<file path="src/rtl/mem_arbiter_pkg.sv">
// mem_arbiter_pkg
//   Shared constants and types for the unified line-memory arbiter.
//   ADDR_WIDTH / LINE_WIDTH are the system-wide defaults; CH_IFETCH and
//   CH_DATA name the two fixed requesters of the core.
package mem_arbiter_pkg;

    localparam int ADDR_WIDTH = 32;
    localparam int LINE_WIDTH = 256;

    localparam int CH_IFETCH  = 0;
    localparam int CH_DATA    = 1;

    // Channel ids are carried with a fixed width so the tag type does not
    // depend on NUM_CH (NUM_CH never exceeds 8).
    localparam int MAX_CH     = 8;
    localparam int CH_ID_W    = 3;

    typedef struct packed {
        logic               valid;
        logic [CH_ID_W-1:0] id;
    } rsp_tag_t;

    // Index width that stays legal for a single channel.
    function automatic int idx_width(input int n);
        return (n > 1) ? $clog2(n) : 1;
    endfunction

endpackage

</file>
<file path="src/rtl/mem_arbiter_if.sv">
// mem_arbiter_if
//   Requester-side and memory-side signals of the arbiter.
//   slave  : arbiter view (takes requests, drives grants/responses and the
//            memory command, receives memory read data)
//   master : environment view (requesters plus memory)
//   ch_addr / ch_wdata are flat vectors, channel i at [i*W +: W].
interface mem_arbiter_if #(
    parameter int NUM_CH = 2,
    parameter int ADDR_W = 32,
    parameter int LINE_W = 256
);
    logic [NUM_CH-1:0]        ch_req;
    logic [NUM_CH-1:0]        ch_we;
    logic [NUM_CH*ADDR_W-1:0] ch_addr;
    logic [NUM_CH*LINE_W-1:0] ch_wdata;
    logic [NUM_CH-1:0]        ch_gnt;
    logic [NUM_CH-1:0]        ch_rvalid;
    logic [LINE_W-1:0]        ch_rdata;

    logic                     mem_ready;
    logic                     mem_read_op;
    logic                     mem_write_op;
    logic [ADDR_W-1:0]        mem_addr;
    logic [LINE_W-1:0]        mem_data_o;
    logic [LINE_W-1:0]        mem_data_i;

    modport slave (
        input  ch_req, ch_we, ch_addr, ch_wdata, mem_ready, mem_data_i,
        output ch_gnt, ch_rvalid, ch_rdata,
               mem_read_op, mem_write_op, mem_addr, mem_data_o
    );

    modport master (
        output ch_req, ch_we, ch_addr, ch_wdata, mem_ready, mem_data_i,
        input  ch_gnt, ch_rvalid, ch_rdata,
               mem_read_op, mem_write_op, mem_addr, mem_data_o
    );

endinterface

</file>
<file path="src/rtl/mem_arbiter_rr_arbiter.sv">
// rr_arbiter
//   Combinational round-robin selector. Priority starts at ptr+1 and wraps
//   from NUM_CH-1 to 0; ptr itself has lowest priority.
//   req  in  : eligible requests
//   ptr  in  : index of the last granted channel
//   gnt  out : one-hot-or-zero grant
//   idx  out : index of the granted channel (0 when none)
//   any  out : a grant is issued
module rr_arbiter
    import mem_arbiter_pkg::*;
#(
    parameter int NUM_CH = 2,
    parameter int IDX_W  = idx_width(NUM_CH)
) (
    input  logic [NUM_CH-1:0] req,
    input  logic [IDX_W-1:0]  ptr,
    output logic [NUM_CH-1:0] gnt,
    output logic [IDX_W-1:0]  idx,
    output logic              any
);

    logic [NUM_CH-1:0] upper;
    logic [NUM_CH-1:0] sel;

    // Requests strictly above ptr win first; if none, fall back to the lowest
    // request overall, which is the wrap-around half of the ring.
    always_comb begin
        upper = '0;
        for (int i = 0; i < NUM_CH; i++) begin
            upper[i] = req[i] && (i > int'(ptr));
        end
        sel = (upper != '0) ? upper : req;

        gnt = '0;
        idx = '0;
        any = 1'b0;
        for (int i = 0; i < NUM_CH; i++) begin
            if (sel[i] && !any) begin
                gnt[i] = 1'b1;
                idx    = IDX_W'(i);
                any    = 1'b1;
            end
        end
    end

endmodule

</file>
<file path="src/rtl/mem_arbiter.sv">
// mem_arbiter
//   Shares one fixed-latency, pipelined line memory between NUM_CH
//   requesters (0 = instruction fetch, 1 = data). One round-robin grant per
//   cycle; the granted op is registered into the memory command stage and
//   reads are tracked by a tag pipeline so read data is routed back to the
//   issuing channel, in issue order.
//   clk   in : clock, rising edge
//   rst_n in : asynchronous active-low reset
//   bus      : mem_arbiter_if.slave (requester handshake + memory port)
//   Timing: grant in cycle T, memory strobe T+1, mem_data_i T+1+MEM_LAT,
//   ch_rvalid/ch_rdata T+2+MEM_LAT.
module mem_arbiter
    import mem_arbiter_pkg::*;
#(
    parameter int NUM_CH  = 2,
    parameter int ADDR_W  = ADDR_WIDTH,
    parameter int LINE_W  = LINE_WIDTH,
    parameter int MEM_LAT = 1
) (
    input  logic       clk,
    input  logic       rst_n,
    mem_arbiter_if.slave bus
);

    localparam int IDX_W = idx_width(NUM_CH);

    logic [NUM_CH-1:0] eligible;
    logic [NUM_CH-1:0] gnt;
    logic [IDX_W-1:0]  gnt_idx;
    logic              gnt_any;
    logic [IDX_W-1:0]  ptr;

    logic              sel_we;
    logic [ADDR_W-1:0] sel_addr;
    logic [LINE_W-1:0] sel_wdata;

    rsp_tag_t          tag_q [0:MEM_LAT];
    logic [NUM_CH-1:0] rvalid_next;

    // No grant at all while the memory is not ready.
    assign eligible = bus.ch_req & {NUM_CH{bus.mem_ready}};

    rr_arbiter #(
        .NUM_CH (NUM_CH),
        .IDX_W  (IDX_W)
    ) u_rr (
        .req (eligible),
        .ptr (ptr),
        .gnt (gnt),
        .idx (gnt_idx),
        .any (gnt_any)
    );

    assign bus.ch_gnt = gnt;

    // One-hot AND-OR mux of the granted channel's command.
    always_comb begin
        sel_we    = 1'b0;
        sel_addr  = '0;
        sel_wdata = '0;
        for (int i = 0; i < NUM_CH; i++) begin
            if (gnt[i]) begin
                sel_we    = bus.ch_we[i];
                sel_addr  = bus.ch_addr[i*ADDR_W +: ADDR_W];
                sel_wdata = bus.ch_wdata[i*LINE_W +: LINE_W];
            end
        end
    end

    // Reset value NUM_CH-1 makes channel 0 the first winner.
    always_ff @(posedge clk or negedge rst_n) begin
        if (!rst_n) begin
            ptr <= IDX_W'(NUM_CH - 1);
        end else if (gnt_any) begin
            ptr <= gnt_idx;
        end
    end

    // Issue stage: strobes pulse for one cycle; address/data hold when idle.
    always_ff @(posedge clk or negedge rst_n) begin
        if (!rst_n) begin
            bus.mem_read_op  <= 1'b0;
            bus.mem_write_op <= 1'b0;
            bus.mem_addr     <= '0;
            bus.mem_data_o   <= '0;
        end else begin
            bus.mem_read_op  <= gnt_any && !sel_we;
            bus.mem_write_op <= gnt_any && sel_we;
            if (gnt_any) begin
                bus.mem_addr   <= sel_addr;
                bus.mem_data_o <= sel_wdata;
            end
        end
    end

    // tag_q[k] is live in cycle T+1+k, so tag_q[MEM_LAT] lines up with the
    // cycle in which mem_data_i carries that read's data.
    always_ff @(posedge clk or negedge rst_n) begin
        if (!rst_n) begin
            for (int k = 0; k <= MEM_LAT; k++) begin
                tag_q[k] <= '0;
            end
        end else begin
            tag_q[0].valid <= gnt_any && !sel_we;
            tag_q[0].id    <= CH_ID_W'(gnt_idx);
            for (int k = 1; k <= MEM_LAT; k++) begin
                tag_q[k] <= tag_q[k-1];
            end
        end
    end

    always_comb begin
        rvalid_next = '0;
        for (int i = 0; i < NUM_CH; i++) begin
            rvalid_next[i] = tag_q[MEM_LAT].valid &&
                             (tag_q[MEM_LAT].id == CH_ID_W'(i));
        end
    end

    // Response register: ch_rdata keeps the last returned line.
    always_ff @(posedge clk or negedge rst_n) begin
        if (!rst_n) begin
            bus.ch_rvalid <= '0;
            bus.ch_rdata  <= '0;
        end else begin
            bus.ch_rvalid <= rvalid_next;
            if (tag_q[MEM_LAT].valid) begin
                bus.ch_rdata <= bus.mem_data_i;
            end
        end
    end

endmodule

</file>
<file path="src/flat_wrapper.sv">
// flat-port wrapper written by rule: the top's interface ports become plain ports
module mem_arbiter_flat import mem_arbiter_pkg::*;
#(
    parameter int NUM_CH  = 2,
    parameter int ADDR_W  = ADDR_WIDTH,
    parameter int LINE_W  = LINE_WIDTH,
    parameter int MEM_LAT = 1
)
  (clk, rst_n, bus_ch_req, bus_ch_we, bus_ch_addr, bus_ch_wdata, bus_mem_ready, bus_mem_data_i, bus_ch_gnt, bus_ch_rvalid, bus_ch_rdata, bus_mem_read_op, bus_mem_write_op, bus_mem_addr, bus_mem_data_o);
  mem_arbiter_if #(.NUM_CH(NUM_CH), .ADDR_W(ADDR_W), .LINE_W(LINE_W)) bus_i ();
  input  logic clk;
  input  logic rst_n;
  input wire logic [$bits(bus_i.ch_req)-1:0] bus_ch_req;
  input wire logic [$bits(bus_i.ch_we)-1:0] bus_ch_we;
  input wire logic [$bits(bus_i.ch_addr)-1:0] bus_ch_addr;
  input wire logic [$bits(bus_i.ch_wdata)-1:0] bus_ch_wdata;
  input wire logic [$bits(bus_i.mem_ready)-1:0] bus_mem_ready;
  input wire logic [$bits(bus_i.mem_data_i)-1:0] bus_mem_data_i;
  output wire logic [$bits(bus_i.ch_gnt)-1:0] bus_ch_gnt;
  output wire logic [$bits(bus_i.ch_rvalid)-1:0] bus_ch_rvalid;
  output wire logic [$bits(bus_i.ch_rdata)-1:0] bus_ch_rdata;
  output wire logic [$bits(bus_i.mem_read_op)-1:0] bus_mem_read_op;
  output wire logic [$bits(bus_i.mem_write_op)-1:0] bus_mem_write_op;
  output wire logic [$bits(bus_i.mem_addr)-1:0] bus_mem_addr;
  output wire logic [$bits(bus_i.mem_data_o)-1:0] bus_mem_data_o;
  assign bus_i.ch_req = bus_ch_req;
  assign bus_i.ch_we = bus_ch_we;
  assign bus_i.ch_addr = bus_ch_addr;
  assign bus_i.ch_wdata = bus_ch_wdata;
  assign bus_i.mem_ready = bus_mem_ready;
  assign bus_i.mem_data_i = bus_mem_data_i;
  assign bus_ch_gnt = bus_i.ch_gnt;
  assign bus_ch_rvalid = bus_i.ch_rvalid;
  assign bus_ch_rdata = bus_i.ch_rdata;
  assign bus_mem_read_op = bus_i.mem_read_op;
  assign bus_mem_write_op = bus_i.mem_write_op;
  assign bus_mem_addr = bus_i.mem_addr;
  assign bus_mem_data_o = bus_i.mem_data_o;
  mem_arbiter #(.NUM_CH(NUM_CH), .ADDR_W(ADDR_W), .LINE_W(LINE_W), .MEM_LAT(MEM_LAT)) u_core (.clk(clk), .rst_n(rst_n), .bus(bus_i));
endmodule
</file>
<file path="config.mk">
export PLATFORM = sky130hd
export DESIGN_NAME = mem_arbiter_flat
export DESIGN_NICKNAME = d
export VERILOG_FILES = /design/src/rtl/mem_arbiter_pkg.sv /design/src/rtl/mem_arbiter_if.sv /design/src/rtl/mem_arbiter_rr_arbiter.sv /design/src/rtl/mem_arbiter.sv /design/src/flat_wrapper.sv
export SDC_FILE = /design/constraint.sdc
export NUM_CORES = 1
export LEC_CHECK = 0
export ABC_AREA = 1
export CAP_MARGIN = 0
export CORE_AREA = 2 2 546 548
export CTS_BUF_LIST = sky130_fd_sc_hd__clkbuf_4
export DETAILED_ROUTE_END_ITERATION = 8
export DIE_AREA = 0 0 548 550
export PLACE_DENSITY = 0.3
export SYNTH_ARGS = -nofsm -noshare
export SYNTH_HDL_FRONTEND = slang
export SYNTH_SLANG_ARGS = --single-unit
</file>
<file path="constraint.sdc">
create_clock -name clk -period 1.3 [get_ports clk]
set_input_delay 0.26 -clock clk [delete_from_list [all_inputs] [get_ports clk]]
set_output_delay 0.26 -clock clk [all_outputs]
set_load 0.05 [all_outputs]
</file>
Yosys cells after proc, flatten, opt, wreduce, memory -nomap -nowiden. Index checks and enable logic that the tools add are counted.

Bitwise logic cells: 1. Magnitude comparators: 1. Reduce and logical (&&, ||, !) cells: 9. Muxes and demuxes: 10.

Operators with widths (number): $mux 256 (2); $mux 32 (2); $logic_and 1x1->1 (6); $mux 1 (5); $logic_not 3->1 (1); $and 2x2->2 (1); $logic_not 1->1 (2); $mux 2 (1); $gt 1x1->1 const A (1).

Register bits: 552. Input bits: 839.

Depth between registers and ports, before layout. Gate-level depths: netlist of run 1.

Depth in word-level cells: 10. Mapped depth: 8. Gate-level depth less buffers: 6.

Modules after synthesis. Synthesis of run 1 repeated with hierarchy kept, for this count alone.

Cell total of the unflattened synthesis: 3578. Area total of the unflattened synthesis: 25469.4 um^2.

By module, submodules not included: mem_arbiter (cells an instance 3571, times used 1, area an instance 25436.9 um^2, seq. area each 13814.5 um^2); rr_arbiter (cells an instance 7, times used 1, area an instance 32.5 um^2, seq. area each 0.0 um^2).

Worst setup path after synthesis of run 1. OpenSTA, ideal clock, no wires.

Path type: register to output. Start: register u_core.ptr. End: output bus_ch_gnt[1]. Stages on the path, launching flop included: 9. Arrival: 1.262 ns. Slack: -0.222 ns. Required time: 1.040 ns. Cell sequence: dfstp_2 inv_1 nand2_1 nand2_1 buf_4 buf_1 nand2_1 inv_1 buf_4.

Word-level cells in the longest chain between the ends: 7.

RTL lines: from (decl) (RTL line mem_arbiter.sv:31) `logic [IDX_W-1:0] ptr;`; from (signal assigned) (RTL line mem_arbiter.sv:73) `ptr <= IDX_W'(NUM_CH - 1);`; from (signal assigned) (RTL line mem_arbiter.sv:75) `ptr <= gnt_idx;`; $gt 1x1->1 * (RTL line mem_arbiter_rr_arbiter.sv:30) `upper[i] = req[i] && (i > int'(ptr));`; $logic_and 1x1->1 * (RTL line mem_arbiter_rr_arbiter.sv:30); $mux 2 * (RTL line mem_arbiter_rr_arbiter.sv:32) `sel = (upper != '0) ? upper : req;`; $mux 1 (RTL line mem_arbiter_rr_arbiter.sv:38) `if (sel[i] && !any) begin`; $logic_not 1->1 (RTL line mem_arbiter_rr_arbiter.sv:38); $logic_and 1x1->1 * (RTL line mem_arbiter_rr_arbiter.sv:38); $mux 1 *; to (decl) (RTL line flat_wrapper.sv:19) `output wire logic [$bits(bus_i.ch_gnt)-1:0] bus_ch_gnt;`.

Mark *: on every way between the ends. The rest lies on a longest branch, timed or not.

Worst setup path after layout of run 1.
Start: register u_core.ptr. End: output bus_ch_gnt[0].

Word-level cells in the longest chain between the ends: 4.

RTL lines (RTL line): $gt 1x1->1 (mem_arbiter_rr_arbiter.sv:30); $logic_and 1x1->1 (mem_arbiter_rr_arbiter.sv:30); $mux 2 (mem_arbiter_rr_arbiter.sv:32); $mux 1 (mem_arbiter_rr_arbiter.sv:38).

No other way between the ends.

==> flow_summary_export.csv, run 1 <==
group,metric,value,unit
worst_setup_path,crit_type,"register to output port",
clock_tree,cts.sinks,552,
sta,tightest_slew,0.482,ns
clock_tree,htree_levels,4,
synth,postSynthAreaPerCell,8.47,um^2
power,vdd_drop_max,0.000568,V
finish,layout.cells.most_common,"nand2_1",
finish,area_delta_synth_final,188,%
synth,ys_ff_latch,552,
finish,final_nets,6481,
global_routing,gr-usage-all-layers,12.5,%
sta,maxSlewViolCount,0,
sta,fin_crit_sh,192,%
finish,final_core_util,22.1,%
floorplanning,start_util,7.68,%
power,p_leak,28.6,nW
power,p_total,0.0800,W
sta,period_needed,2.50,ns
worst_setup_path,worst-path-buf-inv,4,
worst_setup_path,crit_family,"flip-flops",
placed_design,gp_congestion,0.838,
worst_setup_path,cpMostUsedCell,"buf_12",
sta,rsz0062_at_grt,"yes",
run_status,violations,"negative setup slack",
detailed_routing,routed_via_density,3.18,
global_routing,grt_pass1_wl,267000,um
global_routing,antenna_found_initial,21,
finish,final_area,0.0653,mm^2
detailed_routing,totalWireLength,199000,um
sta,worst_slack,-1.20,ns
floorplanning,num_rows,200,
floorplanning,ioPinCount,1389,
placed_design,place_area,0.0483,mm^2
finish,drive_gt1_share,26.1,%
run,maxCapViolCount,0,
sta,tns,-549.10,ns
worst_setup_path,cp-start-kind,"register",
sta,hold_viol,0,
synth,netlist_area,0.0227,mm^2
worst_setup_path,cp-end-kind,"output port",
power,power.density,1220,mW/mm^2
synth,synthCells,2678,
placed_design,io_buffers,1388,
clock_tree,clkTransAtPathRegs,0.06,ns
sta,setup_viol,1096,
synth,synth_fp_nets,3517,
worst_setup_path,path_cells,"inv_2 > a21oi_4 > buf_12 > buf_12 > buf_12",
detailed_routing,drt_iter0_drc,1512,
sta,max_freq,0.400,GHz
global_routing,grt_overflow,0,
hold_path,min_path_type,"primary input to register",
clock_tree,numCtsBuffers,194,
worst_setup_path,critical_path_arrival,2.24,ns
worst_setup_path,crit_path_top_delay_cell,"dfstp_2",
detailed_routing,firstDrtPassIters,6,
detailed_routing,wl_per_cell,20.4,um
synth,yosysWarnings,0,
floorplanning,core-area,0.296,mm^2
detailed_routing,drc,0,
clock_tree,root_buffer,"clkbuf_4",
worst_setup_path,critPathMaxFanout,4,
floorplanning,die_area,0.301,mm^2
sta,slew_headroom,67.8,%
placed_design,dp.cells,8018,
clock_tree,cts_tree,"done",
synth,synth.distinct_cells,13,
global_routing,grt_pass1_vias,33400,
floorplanning,die_height,550,um
floorplanning,die_w,548,um
finish,stdcell_count,9725,
finish,layout_common_cells,"nand2_1, dlygate4sd3_1, clkdlybuf4s50_1",
worst_setup_path,required,1.04,ns
run_status,status,"complete, but fails checks",
clock_tree,clockBufferDepth,4,
detailed_routing,vias,30900,
clock_tree,clock_latency,1.17,ns
detailed_routing,ant_nets,0,
synth,ys_seq_area_share,60.9,%
placed_design,place_hpwl,155000,um
sta,skew,0.105,ns
worst_setup_path,critical_path.max_stage_delay,0.52,ns
global_routing,grt_max_degree,63,
-- area by class of cell --
cell class,instances,area (um^2)
multi-input cells,1934,8220
well taps,3939,4930
diodes,20,50.0
repair buffers,2953,35700
clock buffers,284,2130
flip-flops and latches,552,14000
fillers,32300,230000
inverters,7,51.3
clock inverters,36,274
-- flip-flops by register name, summed over array words and instances (netlist names) --
name / cells
u_core.bus.ch_rvalid: 2
u_core.tag_q: 3
u_core.ptr: 1
u_core.bus.mem_data_o: 256
u_core.bus.ch_rdata: 256
u_core.bus.mem_read_op: 1
u_core.bus.mem_write_op: 1
u_core.bus.mem_addr: 32
-- cells in the mapped netlist --
library cell / n / share of area (%)
clkbuf_1: 63 / 1.0
buf_2: 99 / 2.2
inv_2: 1 / 0.017
nand3_1: 577 / 13
dfstp_2: 1 / 0.12
dfrtp_1: 551 / 61
clkinv_1: 1 / 0.017
a21oi_1: 2 / 0.044
buf_1: 10 / 0.17
nor2_1: 2 / 0.033
nand2_1: 1353 / 22
inv_1: 5 / 0.083
buf_4: 13 / 0.43
-- kinds of logic after synthesis --
group | share of synthesized area, %
buffers and inverters | 3.94
AOI/OAI and AO/OA | 0.0441
DFF | 60.9
and+or+nand+nor | 35.1
-- layer usage --
metal  vias up  GRT usage (%)  part of all wire, %
li1      14700              -                    -
met1     14600           14.2                   40
met2      1320           22.0                   49
met3       273           4.48                  8.6
met4         4           3.48                  2.8
met5         -              0                0.012
-- per-stage QoR --
stage          hold WS [ns]  setup WS (ns)
2_1_floorplan       -0.0356        -0.0868
3_3_place_gp          0.342         -0.837
3_5_place_dp          0.357         -0.806
4_1_cts             -0.0847          -1.46
5_1_grt             0.00804          -1.44
6_report              0.185          -1.20
-- what timing repair did --
action | in CTS | in global routing
endpoints found under the hold margin | 1099 | 0
buffers inserted | 134 | 82
gates cloned | 15 | 21
endpoints found under the setup margin | 1087 | 1104
pin swaps | 1 | 27
hold buffers | 1118 | 0
gates resized for setup | 192 | 100
-- power breakdown --
group | total [W] | internal, W | switching [W]
registers | 0.0236 | 0.0200 | 0.00365
logic | 0.0362 | 0.0180 | 0.0181
clock network | 0.0202 | 0.0106 | 0.00956
-- final timing paths --
check | cells after the start | end | startpoint | slack [ns]
worst min-delay path | 7 | u_core.bus.mem_data_o[45] | bus_ch_req[0] | 0.19
worst max-delay path | 5 | bus_ch_gnt[0] | u_core.ptr | -1.20
max in group asynchronous | 6 | u_core.bus.ch_rdata[6] | rst_n | -0.14
worst min register to register | 0 | u_core.tag_q[0] | u_core.tag_q[4] | 0.40
worst max register to register | 11 | u_core.bus.mem_data_o[151] | u_core.ptr | -0.60
min in group asynchronous | 5 | u_core.bus.ch_rdata[67] | rst_n | 0.42
-- worst reg2reg max path, cell delays in order, from the launching register on --
cell       delay [ns]
dfstp_2          0.52
inv_2            0.05
a21oi_4          0.16
buf_12           0.12
buf_4            0.11
buf_12           0.13
buf_12           0.13
buf_16           0.18
buf_12           0.15
clkbuf_16        0.16
nand2_1          0.05
nand3_1          0.08
(Power assumes the default switching activity.)
==> run 2: changes to the inputs <==
--- a/config.mk
+++ b/config.mk
@@ -15,3 +15,4 @@
 export SYNTH_ARGS = -nofsm -noshare
 export SYNTH_HDL_FRONTEND = slang
 export SYNTH_SLANG_ARGS = --single-unit
+export TNS_END_PERCENT = 30
==> flow_summary_export.csv, run 2 (same netlist as run 1, synthesis figures left out) <==
group,metric,value,unit
detailed_routing,wl_per_cell,19.0,um
worst_setup_path,critical_path_arrival,2.23,ns
run,maxCapViolCount,0,
run_status,status,"complete, but fails checks",
clock_tree,clock_latency,1.17,ns
worst_setup_path,required,1.04,ns
finish,drive_gt1_share,22.8,%
clock_tree,cts_tree,"done",
floorplanning,core-area,0.296,mm^2
clock_tree,root_buffer,"clkbuf_4",
sta,max_freq,0.402,GHz
finish,final_core_util,21.5,%
placed_design,dp.cells,8005,
sta,rsz0062_at_grt,"yes",
sta,tns,-479.09,ns
sta,maxSlewViolCount,0,
placed_design,place_hpwl,147000,um
clock_tree,clkTransAtPathRegs,0.06,ns
detailed_routing,routed_via_density,3.17,
finish,layout.cells.most_common,"nand2_1",
clock_tree,htree_levels,4,
finish,layout_common_cells,"nand2_1, dlygate4sd3_1, clkdlybuf4s50_1",
floorplanning,die_height,550,um
worst_setup_path,critPathMaxFanout,3,
sta,skew,0.0796,ns
finish,final_nets,6394,
floorplanning,die_w,548,um
global_routing,antenna_found_initial,15,
clock_tree,numCtsBuffers,192,
placed_design,place_area,0.0483,mm^2
global_routing,grt_max_degree,46,
finish,final_area,0.0637,mm^2
sta,tightest_slew,0.400,ns
detailed_routing,ant_nets,0,
floorplanning,die_area,0.301,mm^2
worst_setup_path,crit_type,"register to output port",
finish,stdcell_count,9629,
floorplanning,start_util,7.68,%
sta,setup_viol,991,
detailed_routing,firstDrtPassIters,5,
detailed_routing,vias,30500,
sta,slew_headroom,73.4,%
sta,worst_slack,-1.19,ns
run_status,violations,"negative setup slack",
power,vdd_drop_max,0.000529,V
placed_design,gp_congestion,0.818,
sta,fin_crit_sh,191,%
detailed_routing,drt_iter0_drc,1371,
floorplanning,ioPinCount,1389,
global_routing,grt_pass1_vias,33300,
worst_setup_path,cp-start-kind,"register",
global_routing,gr-usage-all-layers,11.7,%
finish,reg_top3,"u_core.bus.ch_rdata x256, u_core.bus.mem_data_o x256, u_core.bus.mem_addr x32",
floorplanning,num_rows,200,
power,p_leak,27.7,nW
sta,period_needed,2.49,ns
hold_path,min_path_type,"primary input to register",
clock_tree,clockBufferDepth,4,
detailed_routing,totalWireLength,183000,um
global_routing,grt_pass1_wl,255000,um
worst_setup_path,cp-end-kind,"output port",
clock_tree,cts.sinks,552,
placed_design,io_buffers,1388,
power,power.density,1210,mW/mm^2
detailed_routing,drc,0,
finish,area_delta_synth_final,181,%
global_routing,grt_overflow,0,
sta,hold_viol,0,
run 2: stage by stage:
| step | setup slack [ns] | total power, W | hold slack [ns] |
|---|---|---|---|
| floorplan | -0.0868 | 0.0342 | -0.0356 |
| global placement | -0.769 | 0.0552 | 0.102 |
| detailed placement | -0.804 | 0.0551 | 0.102 |
| CTS | -1.49 | 0.0791 | -0.170 |
| global route | -1.45 | 0.0816 | 0.0283 |
| finish | -1.19 | 0.0773 | 0.201 |
run 2: final timing paths:
kind                                  from                         end  slack (ns)  cells past startpoint
setup / recovery                u_core.ptr               bus_ch_gnt[1]       -1.19                      7
hold / removal               bus_mem_ready  u_core.bus.mem_data_o[251]        0.20                      7
setup reg to reg                u_core.ptr  u_core.bus.mem_data_o[101]       -0.61                      7
hold reg to reg            u_core.tag_q[4]             u_core.tag_q[0]        0.38                      0
max in group asynchronous            rst_n    u_core.bus.ch_rdata[216]        0.26                      5
min in group asynchronous            rst_n    u_core.bus.ch_rdata[206]        0.33                      5
run 2: power by group:
group / total (W) / internal [W] / leakage (nW) / switching, W
sequential: 0.0235 / 0.0199 / 6.67 / 0.00355
combinational: 0.0347 / 0.0172 / 19.7 / 0.0175
clock: 0.0192 / 0.00963 / 1.36 / 0.00953
run 2: critical path: stages (launching register included):
cell and delay [ns]:
dfstp_2 0.54, inv_4 0.05, nand2_4 0.06, nand2_4 0.05, buf_6 0.13, nand2_8 0.07
inv_4 0.04, buf_12 0.14
run 2: area by class of cell:
cell class / count / area, um^2
fill: 32400 / 232000
timing repair buffer: 2868 / 34300
sequential: 552 / 14000
multi-input combinational: 1934 / 8130
tap: 3939 / 4930
clock buffer: 269 / 2020
clock inverter: 44 / 249
inverter: 7 / 53.8
antenna: 16 / 40.0
run 2: per-layer routing:
layer  share of wire (%)  global-route usage [%]
met1                  41                    13.6
met2                  48                    20.3
met3                 7.5                    3.60
met4                 3.3                    4.00
met5               0.037                       0
run 2: what timing repair did:
item,4_1_cts,5_1_grt
pin swaps,1,2
gates resized for setup,128,46
hold buffers,1179,0
buffers inserted,63,54
setup endpoints to repair,1027,1062
hold endpoints to repair,1100,0
==> run 3: changes to the inputs <==
==> constraint.sdc (replaced) <==
create_clock -name clk -period 2.5 [get_ports clk]
set_input_delay 0.5 -clock clk [delete_from_list [all_inputs] [get_ports clk]]
set_output_delay 0.5 -clock clk [all_outputs]
set_load 0.05 [all_outputs]
==> flow_summary_export.csv, run 3 (same netlist as run 1, synthesis figures left out) <==
group,metric,value,unit
sta,rsz0062_at_grt,"yes",
detailed_routing,wl_per_cell,20.7,um
power,power.share.clock,28.0,%
run_status,status,"complete, but fails checks",
worst_setup_path,critical_path.max_stage_delay,0.53,ns
sta,tightest_slew,0.653,ns
sta,whs,0.234,ns
floorplanning,die_area,0.301,mm^2
finish,layout.cells.most_common,"nand2_1",
power,power_switching,0.0154,W
global_routing,grtUsageMet2,20.6,%
finish,reg_top3,"u_core.bus.ch_rdata x256, u_core.bus.mem_data_o x256, u_core.bus.mem_addr x32",
placed_design,dp.cells,7955,
global_routing,grt_pass1_vias,31200,
floorplanning,core-area,0.296,mm^2
sta,max_freq,0.371,GHz
sta,period_needed,2.70,ns
power,power.density,693,mW/mm^2
floorplanning,ioPinCount,1389,
finish,final_nets,5905,
clock_tree,clkTransAtPathRegs,0.07,ns
detailed_routing,routed_via_density,3.15,
global_routing,grt_overflow,0,
worst_setup_path,path_cells,"inv_2 > a21oi_4 > buf_12 > buf_12",
placed_design,gp_congestion,0.856,
clock_tree,cts.sinks,552,
global_routing,grtUsageMet1,14.0,%
power,comb_power_share,40.4,%
clock_tree,clockBufferDepth,4,
clock_tree,htree_levels,4,
sta,fin_crit_sh,108,%
sta,setup_viol,2,
sta,skew,0.106,ns
global_routing,grt_pass1_wl,257000,um
global_routing,grt_util_met3,4.39,%
clock_tree,cts_tree,"done",
detailed_routing,ant_nets,0,
sta,hold_viol,0,
floorplanning,num_rows,200,
placed_design,io_buffers,1388,
sta,maxSlewViolCount,0,
worst_setup_path,crit_type,"register to output port",
run_status,violations,"negative setup slack",
floorplanning,start_util,7.68,%
worst_setup_path,rr_worst_depth,9,
worst_setup_path,cp-start-kind,"register",
detailed_routing,vias,28800,
finish,final_core_util,17.9,%
worst_setup_path,required,2.00,ns
detailed_routing,drt_iter0_drc,1282,
clock_tree,numCtsBuffers,190,
worst_setup_path,cpMostUsedCell,"buf_12",
clock_tree,clock_latency,1.15,ns
worst_setup_path,critPathMaxFanout,3,
hold_path,min_path_type,"primary input to register",
finish,drive_gt1_share,21.0,%
floorplanning,die_w,548,um
power,vdd_drop_max,0.000256,V
hold_path,min_path_cells,3,
power,seqPwrFrac,31.6,%
placed_design,place_hpwl,153000,um
global_routing,gr-usage-all-layers,12.1,%
finish,stdcell_count,9158,
sta,tns,-0.336,ns
detailed_routing,totalWireLength,189000,um
finish,area_delta_synth_final,133,%
sta,slew_headroom,56.5,%
floorplanning,die_height,550,um
sta,worst_slack,-0.199,ns
worst_setup_path,crit_path_top_delay_cell,"dfstp_2",
finish,layout_common_cells,"nand2_1, clkdlybuf4s50_1, dlygate4sd3_1",
clock_tree,root_buffer,"clkbuf_4",
worst_setup_path,critical_path_arrival,2.20,ns
power,p_int,0.0212,W
run,maxCapViolCount,0,
global_routing,grt_max_degree,63,
power,p_leak,23.8,nW
worst_setup_path,cp-end-kind,"output port",
power,switching_share,42.1,%
global_routing,grt.busiest_layer,"met2",
global_routing,antenna_found_initial,34,
detailed_routing,firstDrtPassIters,5,
detailed_routing,drc,0,
-- run 3: changes by cell type in the layout (fill, tap and decap cells not counted), sizes merged, moves of 2 or more --
cell | before | now
dlygate4sd3 | 1178 | 834
buf | 853 | 573
clkbuf | 269 | 412
diode | 16 | 21
clkinv | 34 | 38
clkdlybuf4s15 | 0 | 2
-- run 3: power by group through the flow --
stage | clock, W | sequential, W | combinational, W
finish | 0.0103 | 0.0116 | 0.0148
global route | 0.0114 | 0.0118 | 0.0156
CTS | 0.0110 | 0.0115 | 0.0149
detailed placement | 0 | 0.0116 | 0.0134
global placement | 0 | 0.0116 | 0.0134
floorplan | 0 | 0.0160 | 0.00178
-- run 3: cell type report --
| cell class | instances | area, um^2 |
|---|---|---|
| Tap cell | 3939 | 4930 |
| Clock inverter | 47 | 272 |
| Inverter | 7 | 51.3 |
| Multi-Input combinational cell | 1934 | 8010 |
| Antenna cell | 21 | 52.6 |
| Timing Repair Buffer | 2381 | 23500 |
| Fill cell | 33500 | 243000 |
| Clock buffer | 277 | 2080 |
| Sequential cell | 552 | 13900 |
-- run 3: worst max-delay path: cells and delay by family, from the launching register on --
kind | cells | cell delay, ns
compound gates | 1 | 0.18
buf+inv | 3 | 0.33
flops | 1 | 0.53
-- run 3: layer usage --
metal,part of all wire [%],wire (um),vias up
met5,0.11,207,-
met4,3.2,6070,30
met3,8.8,16600,280
met2,48,90100,1250
met1,40,76200,13700
li1,-,-,13500
-- run 3: path summary, 6_finish.rpt --
kind,start,end,slack (ns)
max in group asynchronous,rst_n,u_core.bus.ch_rdata[114],0.97
hold reg to reg,u_core.tag_q[4],u_core.tag_q[0],0.35
hold / removal,bus_ch_addr[31],u_core.bus.mem_addr[31],0.23
setup / recovery,u_core.ptr,bus_ch_gnt[0],-0.20
min in group asynchronous,rst_n,u_core.bus.ch_rdata[163],0.61
setup reg to reg,u_core.ptr,u_core.bus.mem_data_o[242],0.11
-- run 3: repair_timing --
| item | in CTS | in global routing |
|---|---|---|
| resized for setup | 1543 | 823 |
| hold buffers | 835 | 0 |
| hold endpoints to repair | 1098 | 0 |
| endpoints found under the setup margin | 545 | 350 |
| pin swaps | 3 | 2 |
| buffers inserted | 23 | 0 |
-- run 3: through the flow --
step / total power [W] / area, um^2 / worst slack, ns
global route: 0.0388 / 52800 / -0.476
detailed placement: 0.0249 / 41900 / 0.148
finish: 0.0366 / 52800 / -0.199
CTS: 0.0374 / 52800 / -0.535
floorplan: 0.0178 / 22700 / 0.610
global placement: 0.0249 / 41900 / 0.166
